`config.mk`:
```
export PLATFORM = sky130hd
export DESIGN_NAME = iic_slave_regs
export DESIGN_NICKNAME = d
export VERILOG_FILES = /design/src/rtl/iic_slave_regs.sv
export SDC_FILE = /design/constraint.sdc
export NUM_CORES = 1
export LEC_CHECK = 0
export ABC_CLOCK_PERIOD_IN_PS = 2200
export BUFFER_PORTS_ARGS = -buffer_cell sky130_fd_sc_hd__buf_2
export CAP_MARGIN = 10
export CORE_MARGIN = 5
export CORE_UTILIZATION = 35
export DETAILED_ROUTE_END_ITERATION = 8
export SYNTH_ARGS = -nofsm -noshare
export SYNTH_HDL_FRONTEND = slang
export SYNTH_SLANG_ARGS = --single-unit
```
`constraint.sdc`:
```
create_clock -name Clk -period 2.2 [get_ports Clk]
set_input_delay 0.33 -clock Clk [delete_from_list [all_inputs] [get_ports Clk]]
set_output_delay 0.33 -clock Clk [all_outputs]
set_load 0.03 [all_outputs]
```
`src/rtl/iic_slave_regs.sv`:
```
// iic_slave_regs: I2C register target; decodes addressed write/read transactions
// onto a parallel 8-bit register bank interface with an auto-incrementing pointer.
module iic_slave_regs #(
    parameter logic [6:0] SLAVE_ADDR = 7'b1110110
) (
    input  logic       Clk,
    input  logic       Reset,
    input  logic       SCL,
    input  logic       SDA_in,
    output logic       SDA_oe,
    output logic [7:0] Reg_addr,
    output logic [7:0] Wr_data,
    output logic       Wr_strobe,
    input  logic [7:0] Rd_data,
    output logic       Rd_strobe,
    output logic       Busy
);
    typedef enum logic [3:0] {
        IDLE, ADDR, ADDR_ACK, REG, REG_ACK, WDATA, WDATA_ACK, RDATA, RACK, IGNORE
    } state_t;

    state_t     state, state_n;
    logic [2:0] scl_q, sda_q;
    logic [7:0] shift, shift_n, addr_n, wdata_n;
    logic [3:0] cnt, cnt_n;
    logic       rw, rw_n, oe_n, wstb_n, rstb_n, busy_n;
    logic       scl, sda, scl_rise, scl_fall, start, stop, last;
    logic [7:0] byte_in;

    // [0],[1] synchronize; [2] is the previous sample for edge detection
    always_ff @(posedge Clk or posedge Reset)
        if (Reset) begin
            scl_q <= 3'b111;
            sda_q <= 3'b111;
        end else begin
            scl_q <= {scl_q[1:0], SCL};
            sda_q <= {sda_q[1:0], SDA_in};
        end

    assign scl      = scl_q[1];
    assign sda      = sda_q[1];
    assign scl_rise = scl & ~scl_q[2];
    assign scl_fall = ~scl & scl_q[2];
    // SCL must be high in both samples, so a simultaneous SCL/SDA edge is plain data
    assign start    = ~sda & sda_q[2] & scl & scl_q[2];
    assign stop     = sda & ~sda_q[2] & scl & scl_q[2];
    assign last     = cnt == 4'd7;
    assign byte_in  = {shift[6:0], sda};

    always_ff @(posedge Clk or posedge Reset)
        if (Reset) begin
            state     <= IDLE;
            shift     <= 8'h00;
            cnt       <= 4'd0;
            rw        <= 1'b0;
            SDA_oe    <= 1'b0;
            Reg_addr  <= 8'h00;
            Wr_data   <= 8'h00;
            Wr_strobe <= 1'b0;
            Rd_strobe <= 1'b0;
            Busy      <= 1'b0;
        end else begin
            state     <= state_n;
            shift     <= shift_n;
            cnt       <= cnt_n;
            rw        <= rw_n;
            SDA_oe    <= oe_n;
            Reg_addr  <= addr_n;
            Wr_data   <= wdata_n;
            Wr_strobe <= wstb_n;
            Rd_strobe <= rstb_n;
            Busy      <= busy_n;
        end

    always_comb begin
        state_n = state;
        shift_n = shift;
        cnt_n   = cnt;
        rw_n    = rw;
        oe_n    = SDA_oe;
        addr_n  = Wr_strobe ? Reg_addr + 8'd1 : Reg_addr;
        wdata_n = Wr_data;
        wstb_n  = 1'b0;
        rstb_n  = 1'b0;
        busy_n  = Busy;
        if (start) begin
            state_n = ADDR;
            cnt_n   = 4'd0;
            oe_n    = 1'b0;
            busy_n  = 1'b1;
        end else if (stop) begin
            state_n = IDLE;
            oe_n    = 1'b0;
            busy_n  = 1'b0;
        end else begin
            if (scl_rise && (state == ADDR || state == REG || state == WDATA)) begin
                shift_n = byte_in;
                cnt_n   = last ? 4'd0 : cnt + 4'd1;
            end
            case (state)
                ADDR:
                    if (scl_rise && last) begin
                        rw_n    = sda;
                        state_n = (byte_in[7:1] == SLAVE_ADDR) ? ADDR_ACK : IGNORE;
                    end
                REG:
                    if (scl_rise && last) begin
                        addr_n  = byte_in;
                        state_n = REG_ACK;
                    end
                WDATA:
                    if (scl_rise && last) begin
                        wdata_n = byte_in;
                        wstb_n  = 1'b1;
                        state_n = WDATA_ACK;
                    end
                // first SCL fall drives the ACK, the second ends it
                ADDR_ACK, REG_ACK, WDATA_ACK:
                    if (scl_fall) begin
                        if (!SDA_oe) begin
                            oe_n = 1'b1;
                            if (state == ADDR_ACK && rw) begin
                                shift_n = Rd_data;
                                rstb_n  = 1'b1;
                            end
                        end else begin
                            oe_n    = (state == ADDR_ACK && rw) ? ~shift[7] : 1'b0;
                            cnt_n   = 4'd0;
                            state_n = state == ADDR_ACK ? (rw ? RDATA : REG) : WDATA;
                        end
                    end
                RDATA:
                    if (scl_rise)
                        cnt_n = cnt + 4'd1;
                    else if (scl_fall) begin
                        if (cnt == 4'd8) begin
                            oe_n    = 1'b0;
                            cnt_n   = 4'd0;
                            state_n = RACK;
                        end else begin
                            oe_n    = ~shift[6];
                            shift_n = {shift[6:0], 1'b0};
                        end
                    end
                // cnt==1 marks that the master ACKed and another byte follows
                RACK:
                    if (scl_rise) begin
                        addr_n = Reg_addr + 8'd1;
                        if (sda)
                            state_n = IGNORE;
                        else
                            cnt_n = 4'd1;
                    end else if (scl_fall && cnt == 4'd1) begin
                        shift_n = Rd_data;
                        rstb_n  = 1'b1;
                        oe_n    = ~Rd_data[7];
                        cnt_n   = 4'd0;
                        state_n = RDATA;
                    end
                default: ;
            endcase
        end
    end
endmodule

```
==> results of run 1 <==
-- metrics by stage --
step                power [mW]  cell area [sq um]  setup WS [ps]
floorplan                 1.89               2450            145
global placement          2.30               2900            130
detailed placement        2.30               2900            107
CTS                       2.94               3010           81.6
global route              3.17               3030           2.56
finish                    2.96               3030           84.2
-- critical path: cells and delay by family, from the launching register on --
family | cells | cell delay, ps
buf+inv | 1 | 170
fa+ha+maj | 1 | 270
compound gates | 4 | 730
simple gates | 2 | 350
flops | 1 | 480
-- cell type report --
cell class,count,area [sq um],area share (%)
multi-input combinational,195,1290,42.5
inverter,9,33.8,1.11
timing repair buffer,61,393,13.0
clock buffer,5,68.8,2.27
tap,96,120,3.96
clock inverter,3,43.8,1.44
sequential,43,1090,35.8
-- timing repair --
| item | in CTS | in global routing |
|---|---|---|
| buffers inserted | 0 | 2 |
| endpoints found under the setup margin | 0 | 11 |
| resized for setup | 0 | 5 |
| endpoints found under the hold margin | 0 | 0 |
-- routing by layer --
| metal | global-route usage (%) | vias to the layer above | wire length (microns) |
|---|---|---|---|
| met4 | 3.61 | 0 | 57 |
| li1 | - | 1070 | - |
| met1 | 21.6 | 1058 | 3050 |
| met2 | 25.0 | 66 | 3040 |
| met3 | 3.61 | 8 | 404 |
| met5 | 0 | - | 0 |
-- layout by cell type (no fill, tap or decap), types with 6 or more instances in the layout --
master,n
inv_1,8
a22o_1,7
a21oi_1,10
o21ai_0,14
dfrtp_1,35
nor2_1,19
nand2_1,27
buf_2,31
nand2b_1,6
mux2_2,9
nor3_1,6
dfstp_2,6
a21o_1,10
buf_4,29
nand3_1,11
-- sequential cells by signal (all words and copies together) (netlist names), 3 cells and up --
register	cells
scl_q	3
Wr_data	8
cnt	4
state	4
shift	8
Reg_addr	8
sda_q	3
-- power by group through the flow --
stage / clock network [mW] / registers (mW) / logic, mW
after global routing: 0.686 / 1.15 / 1.33
final: 0.634 / 1.12 / 1.20
after CTS: 0.646 / 1.12 / 1.18
after global placement: 0 / 1.13 / 1.17
after floorplan: 0 / 1.11 / 0.772
after detailed placement: 0 / 1.13 / 1.17
-- cells by family after synthesis --
family	share of synthesized area, %
fa+ha+maj	2.04
xor+xnor	0.714
flops	44.2
compound gates	22.0
simple gates	22.2
buf+inv	3.88
mux	4.95
-- final timing paths --
kind,from,to,slack (ps),cells past startpoint
setup reg to reg,cnt[0],Reg_addr[6],80,8
min in group Clk,SCL,scl_q[0],120,1
setup / recovery,cnt[0],Reg_addr[6],80,8
max in group asynchronous,Reset,rw,1600,3
hold reg to reg,scl_q[0],scl_q[1],360,0
hold / removal,Reset,Wr_data[1],70,2
-- synthesized netlist by cell type, drive strengths merged (3+ instances only) --
master	count	area, sq um
a211oi	3	22.5
a21o	10	75.1
a21oi	10	50.1
a22o	7	61.3
a31oi	3	18.8
a41o	3	30.0
and3	4	25.0
buf	4	26.3
clkbuf	9	35.0
dfrtp	37	926
dfstp	6	158
ha	4	50.1
inv	9	33.8
mux2	9	101
nand2	28	108
nand2b	6	37.5
nand3	11	55.1
nand3b	3	22.5
nand4	3	18.8
nor2	20	77.6
nor2b	4	25.0
nor3	7	40.0
nor4	4	25.0
nor4b	3	32.5
o21ai	19	95.1
o22ai	5	31.3
==> impl_metrics.env, run 1 <==
export IMPL_ys_flop_type="dfrtp_1"
export IMPL_grt_antenna_before_repair=0
export IMPL_ys_types=59
export IMPL_worstPathArrival_ps=2300
export IMPL_yosys_warnings=0
export IMPL_syn_area_sq_mm=0.00245
export IMPL_nNetsFinal=331
export IMPL_finalSetupViolations=0
export IMPL_syn_inst=260
export IMPL_cp_start_kind="register"
export IMPL_wire_per_inst_microns=15.9
export IMPL_drc=0
export IMPL_die_height_microns=93.7
export IMPL_io_buffer_count=31
export IMPL_comb_power_share_pct=40.6
export IMPL_clockRootBuffer="clkbuf_8"
export IMPL_p_sw_mw=1.15
export IMPL_post_place_cells=402
export IMPL_grt_setup_unrepaired="false"
export IMPL_crit_type="reg -> reg"
export IMPL_slowest_delay_ps=480
export IMPL_track_usage_pct=15.7
export IMPL_avgSynthCellArea_sq_um=9.44
export IMPL_synth_seq_cells=43
export IMPL_worstPathRequired_ps=2390
export IMPL_cts_buffers=5
export IMPL_core_area_sq_mm=0.00679
export IMPL_finalMaxSlewViolations=0
export IMPL_fmax_mhz=473
export IMPL_seq_area_frac_synth_pct=44.2
export IMPL_syn_nets=276
export IMPL_finClkSkew_ps=7.23
export IMPL_clk_pin_slew_worst_paths_ps=90
export IMPL_finalHoldViolCount=0
export IMPL_rows=30
export IMPL_grt_pass1_vias=2170
export IMPL_grt_pass1_wl_mm=10.9
export IMPL_p_leak_nw=1.46
export IMPL_hold_class="in -> async"
export IMPL_cap_violations=0
export IMPL_syn2layout_area_growth_pct=23.6
export IMPL_routabilityCongestion=0.857
export IMPL_cts_tree="built"
export IMPL_grt_max_degree=24
export IMPL_drt_total_wl_mm=6.55
export IMPL_layout_cells_non_filler=412
export IMPL_chipWidth_microns=93.7
export IMPL_powerDensity_mw_per_mm2=976
export IMPL_power_frac_seq_pct=38.0
export IMPL_ant_nets=0
export IMPL_cp_max_fo=7
export IMPL_outcome="completed"
export IMPL_clock_latency_ps=300
export IMPL_ios=32
export IMPL_cts_sinks=43
export IMPL_clockBufferDepth=2
export IMPL_vias_per_cell=5.34
export IMPL_max_vdd_ir_drop_mv=0.513
export IMPL_clkPwrFrac_pct=21.4
export IMPL_cp_cell_sequence="ha_2 -> nand3b_1 -> o32a_1 -> nor3_1 -> buf_4 -> o21a_1 -> a41o_1 -> o21ai_1"
export IMPL_fin_util_pct=44.6
export IMPL_end_kind="register"
export IMPL_worst_pin_slew_ps=792
export IMPL_grt_remaining_overflow=0
export IMPL_switching_share_pct=39.0
export IMPL_synth_edf_count=0
export IMPL_cts_htree_levels=2
export IMPL_start_util_pct=36.1
export IMPL_via_count=2202
export IMPL_period_minus_slack_ps=2120
export IMPL_post_route_period_util_pct=96.2
export IMPL_setup_tns_ps=0
export IMPL_critPathSlowestCell="dfrtp_1"
export IMPL_dp_final_hpwl_mm=4.97
export IMPL_drive_gt1_share_pct=31.3
export IMPL_fillers=674
export IMPL_drt_iter0_markers=185
export IMPL_hold_ws_ps=68.2
export IMPL_first_pass_iters=4
export IMPL_relSlewSlack_pct=46.9
export IMPL_dieArea_sq_mm=0.00878
export IMPL_async_flop_share_pct=100
export IMPL_p_int_mw=1.81
export IMPL_hold_buffers=0
export IMPL_diodes=0
(Power assumes the default switching activity.)
==> run 2: changes to the inputs <==
- MAX_ROUTING_LAYER: default -> met4
- REMOVE_ABC_BUFFERS: default -> 1
==> run 2 against run 1 <==
Net effect: clock power is 0.9% lower; sequential power grew 4%; global-route usage fell by 0.17 points; die area unchanged; critical path type unchanged.
==> impl_metrics.env, run 2 (synthesis gave the netlist of run 1 again) <==
export IMPL_dieArea_sq_mm=0.00878
export IMPL_grt_antenna_before_repair=0
export IMPL_grt_pass1_vias=2125
export IMPL_chipWidth_microns=93.7
export IMPL_cts_htree_levels=2
export IMPL_grt_remaining_overflow=0
export IMPL_crit_type="reg -> reg"
export IMPL_drive_gt1_share_pct=30.4
export IMPL_place_area_sq_mm=0.00288
export IMPL_grt_pass1_wl_mm=10.5
export IMPL_io_buffer_count=31
export IMPL_cp_max_fo=7
export IMPL_drt_iter0_markers=136
export IMPL_nNetsFinal=327
export IMPL_grt_max_degree=44
export IMPL_clk_pin_slew_worst_paths_ps=90
export IMPL_critPathSlowestCell="or4_4"
export IMPL_clockRootBuffer="clkbuf_8"
export IMPL_powerDensity_mw_per_mm2=962
export IMPL_cts_buffers=5
export IMPL_dp_final_hpwl_mm=4.64
export IMPL_cts_setup_buffers=0
export IMPL_drc=0
export IMPL_rows=30
export IMPL_max_vdd_ir_drop_mv=0.533
export IMPL_cts_sinks=43
export IMPL_fillers=667
export IMPL_worst_pin_slew_ps=549
export IMPL_slowest_delay_ps=560
export IMPL_ant_nets=0
export IMPL_cts_tree="built"
export IMPL_hold_ws_ps=119
export IMPL_p_leak_nw=1.44
export IMPL_layout_common_cells="dfrtp_1, buf_2, nand2_1"
export IMPL_dp_slack_ps=89.3
export IMPL_period_minus_slack_ps=2110
export IMPL_track_usage_pct=15.5
export IMPL_clock_latency_ps=300
export IMPL_wire_per_inst_microns=15.1
export IMPL_hold_buffers=0
export IMPL_worstPathRequired_ps=2400
export IMPL_reg_largest_list="Reg_addr: 8 flops, Wr_data: 8 flops, shift: 8 flops"
export IMPL_crit_family="simple AND/OR/NAND/NOR gates"
export IMPL_grt_setup_unrepaired="false"
export IMPL_layout_commonest_cell="dfrtp_1"
export IMPL_finClkSkew_ps=5.87
export IMPL_finalSetupViolations=0
export IMPL_ios=32
export IMPL_relSlewSlack_pct=63.4
export IMPL_outcome="completed"
export IMPL_vias_per_cell=5.39
export IMPL_finalHoldViolCount=0
export IMPL_hold_class="in -> reg"
export IMPL_end_kind="register"
export IMPL_syn2layout_area_growth_pct=22.5
export IMPL_design_area_sq_mm=0.00301
export IMPL_finalMaxSlewViolations=0
export IMPL_cp_start_kind="register"
export IMPL_cap_violations=0
export IMPL_post_place_cells=400
export IMPL_setup_tns_ps=0
export IMPL_drt_total_wl_mm=6.18
export IMPL_via_count=2201
export IMPL_routabilityCongestion=0.859
export IMPL_worst_path_buf_inv=0
export IMPL_start_util_pct=36.1
export IMPL_die_height_microns=93.7
export IMPL_diodes=0
export IMPL_fmax_mhz=474
export IMPL_fin_ws_ps=92.3
export IMPL_core_area_sq_mm=0.00679
export IMPL_first_pass_iters=4
export IMPL_clockBufferDepth=2
export IMPL_cp_cell_sequence="or4_4 -> or3_4 -> a221oi_4 -> nor2_2 -> a21o_1"
export IMPL_post_route_period_util_pct=95.8
export IMPL_worstPathArrival_ps=2310
export IMPL_layout_cells_non_filler=408
[run 2: report_power, final]
group	switching (mW)	total (mW)	leakage, nW	internal (mW)
Clock	0.290	0.628	0.0581	0.338
Sequential	0.220	1.16	0.558	0.939
Combinational	0.619	1.11	0.821	0.488
Total	1.13	2.89	1.44	1.77
[run 2: layout make-up]
type	count	area, sq um	area share [%]
Tap cell	96	120	4.00
Sequential cell	43	1090	36.1
Timing Repair Buffer	57	363	12.1
Clock inverter	3	43.8	1.46
Multi-Input combinational cell	195	1290	42.9
Clock buffer	5	68.8	2.29
Inverter	9	33.8	1.12
[run 2: worst paths after layout]
check / startpoint / endpoint / slack, ps / cells after the start
worst max-delay path: state[3] / shift[6] / 90 / 5
worst min-delay path: SDA_in / sda_q[0] / 120 / 1
worst max register to register: state[3] / shift[6] / 90 / 5
worst min register to register: scl_q[0] / scl_q[1] / 360 / 0
max in group asynchronous: Reset / cnt[0] / 1660 / 3
min in group asynchronous: Reset / Reg_addr[0] / 150 / 3
[run 2: per-stage QoR]
| step | util (%) | total power [mW] |
|---|---|---|
| final | 44.3 | 2.89 |
| after global routing | 44.3 | 3.10 |
| after CTS | 44.1 | 2.87 |
| after detailed placement | 42.4 | 2.24 |
| after global placement | 42.4 | 2.23 |
| after floorplan | - | 1.83 |
[run 2: layer usage]
metal	track usage, %	vias up	share of wire [%]
met2	21.5	61	45
met3	3.45	10	5.1
met4	5.78	0	1.5
li1	-	1066	-
met1	22.0	1064	49
met5	-	-	0
[run 2: what timing repair did]
item,4_1_cts,5_1_grt
setup endpoints to repair,0,12
hold endpoints to repair,0,0
resized for setup,0,4
==> run 3: changes to the inputs <==
- ABC_CLOCK_PERIOD_IN_PS: 2200 -> 2400
- clock period: 2.2 -> 2.4 ns (I/O delays scaled with it)
==> run 3 against run 2 <==
Net effect: critical path depth grew 1; clock skew fell by 0.89 ps; power is 14% lower; sequential power is 8% lower; routed wire length up 1.9%; non-clock buffer count shrank 9; utilization shrank 1.8 points; clock power fell by 27%; via count decreased by 1.8%; sequential share of layout area up 1.4 points; die area is the same; critical path type unchanged.
==> impl_metrics.env, run 3 (synthesis gave the netlist of run 1 again) <==
export IMPL_outcome="completed"
export IMPL_fin_ws_ps=243
export IMPL_grt_antenna_before_repair=0
export IMPL_ios=32
export IMPL_place_area_sq_mm=0.00280
export IMPL_cp_cell_sequence="nor2_1 -> or4_4 -> or3_4 -> a221oi_4 -> nor2_2 -> a21o_1"
export IMPL_layout_common_cells="dfrtp_1, buf_2, nand2_1"
export IMPL_syn2layout_area_growth_pct=17.6
export IMPL_grt_pass1_wl_mm=10.1
export IMPL_cts_buffers=5
export IMPL_end_kind="register"
export IMPL_reg2reg_to="shift[1]"
export IMPL_post_route_period_util_pct=89.9
export IMPL_cts_setup_buffers=0
export IMPL_cap_violations=0
export IMPL_clock_latency_ps=290
export IMPL_finClkSkew_ps=4.98
export IMPL_finalHoldViolCount=0
export IMPL_via_count=2161
export IMPL_cp_start_kind="register"
export IMPL_dp_slack_ps=256
export IMPL_finalSetupViolations=0
export IMPL_relSlewSlack_pct=35.8
export IMPL_dieArea_sq_mm=0.00878
export IMPL_cts_sinks=43
export IMPL_cts_htree_levels=2
export IMPL_cp_startpoint="state[1]"
export IMPL_critPathSlowestCell="dfrtp_1"
export IMPL_crit_type="reg -> reg"
export IMPL_chipWidth_microns=93.7
export IMPL_cts_resized=0
export IMPL_first_pass_iters=4
export IMPL_hold_class="in -> async"
export IMPL_diodes=0
export IMPL_design_area_sq_mm=0.00289
export IMPL_cp_max_fo=12
export IMPL_p_leak_nw=1.37
export IMPL_clockRootBuffer="clkbuf_8"
export IMPL_drt_total_wl_mm=6.30
export IMPL_max_vdd_ir_drop_mv=0.360
export IMPL_clockBufferDepth=2
export IMPL_core_area_sq_mm=0.00679
export IMPL_drc=0
export IMPL_crit_family="simple AND/OR/NAND/NOR gates"
export IMPL_layout_commonest_cell="dfrtp_1"
export IMPL_wire_per_inst_microns=15.8
export IMPL_grt_remaining_overflow=0
export IMPL_slowest_delay_ps=530
export IMPL_start_util_pct=36.1
export IMPL_die_height_microns=93.7
export IMPL_grt_pass1_vias=2019
export IMPL_worstPathArrival_ps=2350
export IMPL_cts_tree="built"
export IMPL_vias_per_cell=5.42
export IMPL_clk_pin_slew_worst_paths_ps=90
export IMPL_dp_final_hpwl_mm=4.64
export IMPL_grt_setup_unrepaired="false"
export IMPL_powerDensity_mw_per_mm2=865
export IMPL_track_usage_pct=15.0
export IMPL_p_total_mw=2.50
export IMPL_grt_max_degree=28
export IMPL_nNetsFinal=318
export IMPL_worstPathRequired_ps=2590
export IMPL_drt_iter0_markers=214
export IMPL_worst_path_buf_inv=0
export IMPL_r2r_start="state[1]"
export IMPL_reg2reg_setup_slack_ps=240
export IMPL_reg_largest_list="Reg_addr: 8 flops, Wr_data: 8 flops, shift: 8 flops"
export IMPL_fmax_mhz=464
export IMPL_io_buffer_count=31
export IMPL_rr_worst_depth=6
export IMPL_finalMaxSlewViolations=0
export IMPL_setup_tns_ps=0
export IMPL_routabilityCongestion=0.865
export IMPL_period_minus_slack_ps=2160
export IMPL_worst_pin_slew_ps=958
export IMPL_hold_buffers=0
export IMPL_rows=30
export IMPL_ant_nets=0
export IMPL_drive_gt1_share_pct=26.7
run 3: worst max-delay path by stage:
stage,to,cells past startpoint
after global routing,state[0],6
after CTS,shift[3],5
after global placement,shift[3],5
after detailed placement,shift[3],5
after floorplan,Reg_addr[1],5
final,shift[1],6
run 3: layer usage:
metal,global-route usage (%),wire (microns),vias up
li1,-,-,1048
met1,20.9,2940,1052
met2,22.6,2990,56
met3,2.72,333,5
met4,3.61,30,0
met5,-,0,-
run 3: power breakdown:
part	switching [mW]	leakage [nW]	internal, mW
sequential	0.212	0.561	0.857
combinational	0.534	0.768	0.432
clock	0.257	0.0412	0.204
run 3: area by class of cell:
| type | count | area, sq um |
|---|---|---|
| inverters | 9 | 33.8 |
| multi-input cells | 195 | 1280 |
| clock buffers | 6 | 72.6 |
| well taps | 96 | 120 |
| fillers | 691 | 3910 |
| flip-flops and latches | 43 | 1080 |
| clock inverters | 2 | 12.5 |
| repair buffers | 48 | 283 |
run 3: per-stage QoR:
stage / cells / hold slack (ps) / util (%)
floorplan: 247 / 345 / -
global placement: 391 / 347 / 41.2
detailed placement: 391 / 349 / 41.2
CTS: 399 / 148 / 42.5
global route: 399 / 149 / 42.5
finish: 399 / 155 / 42.5
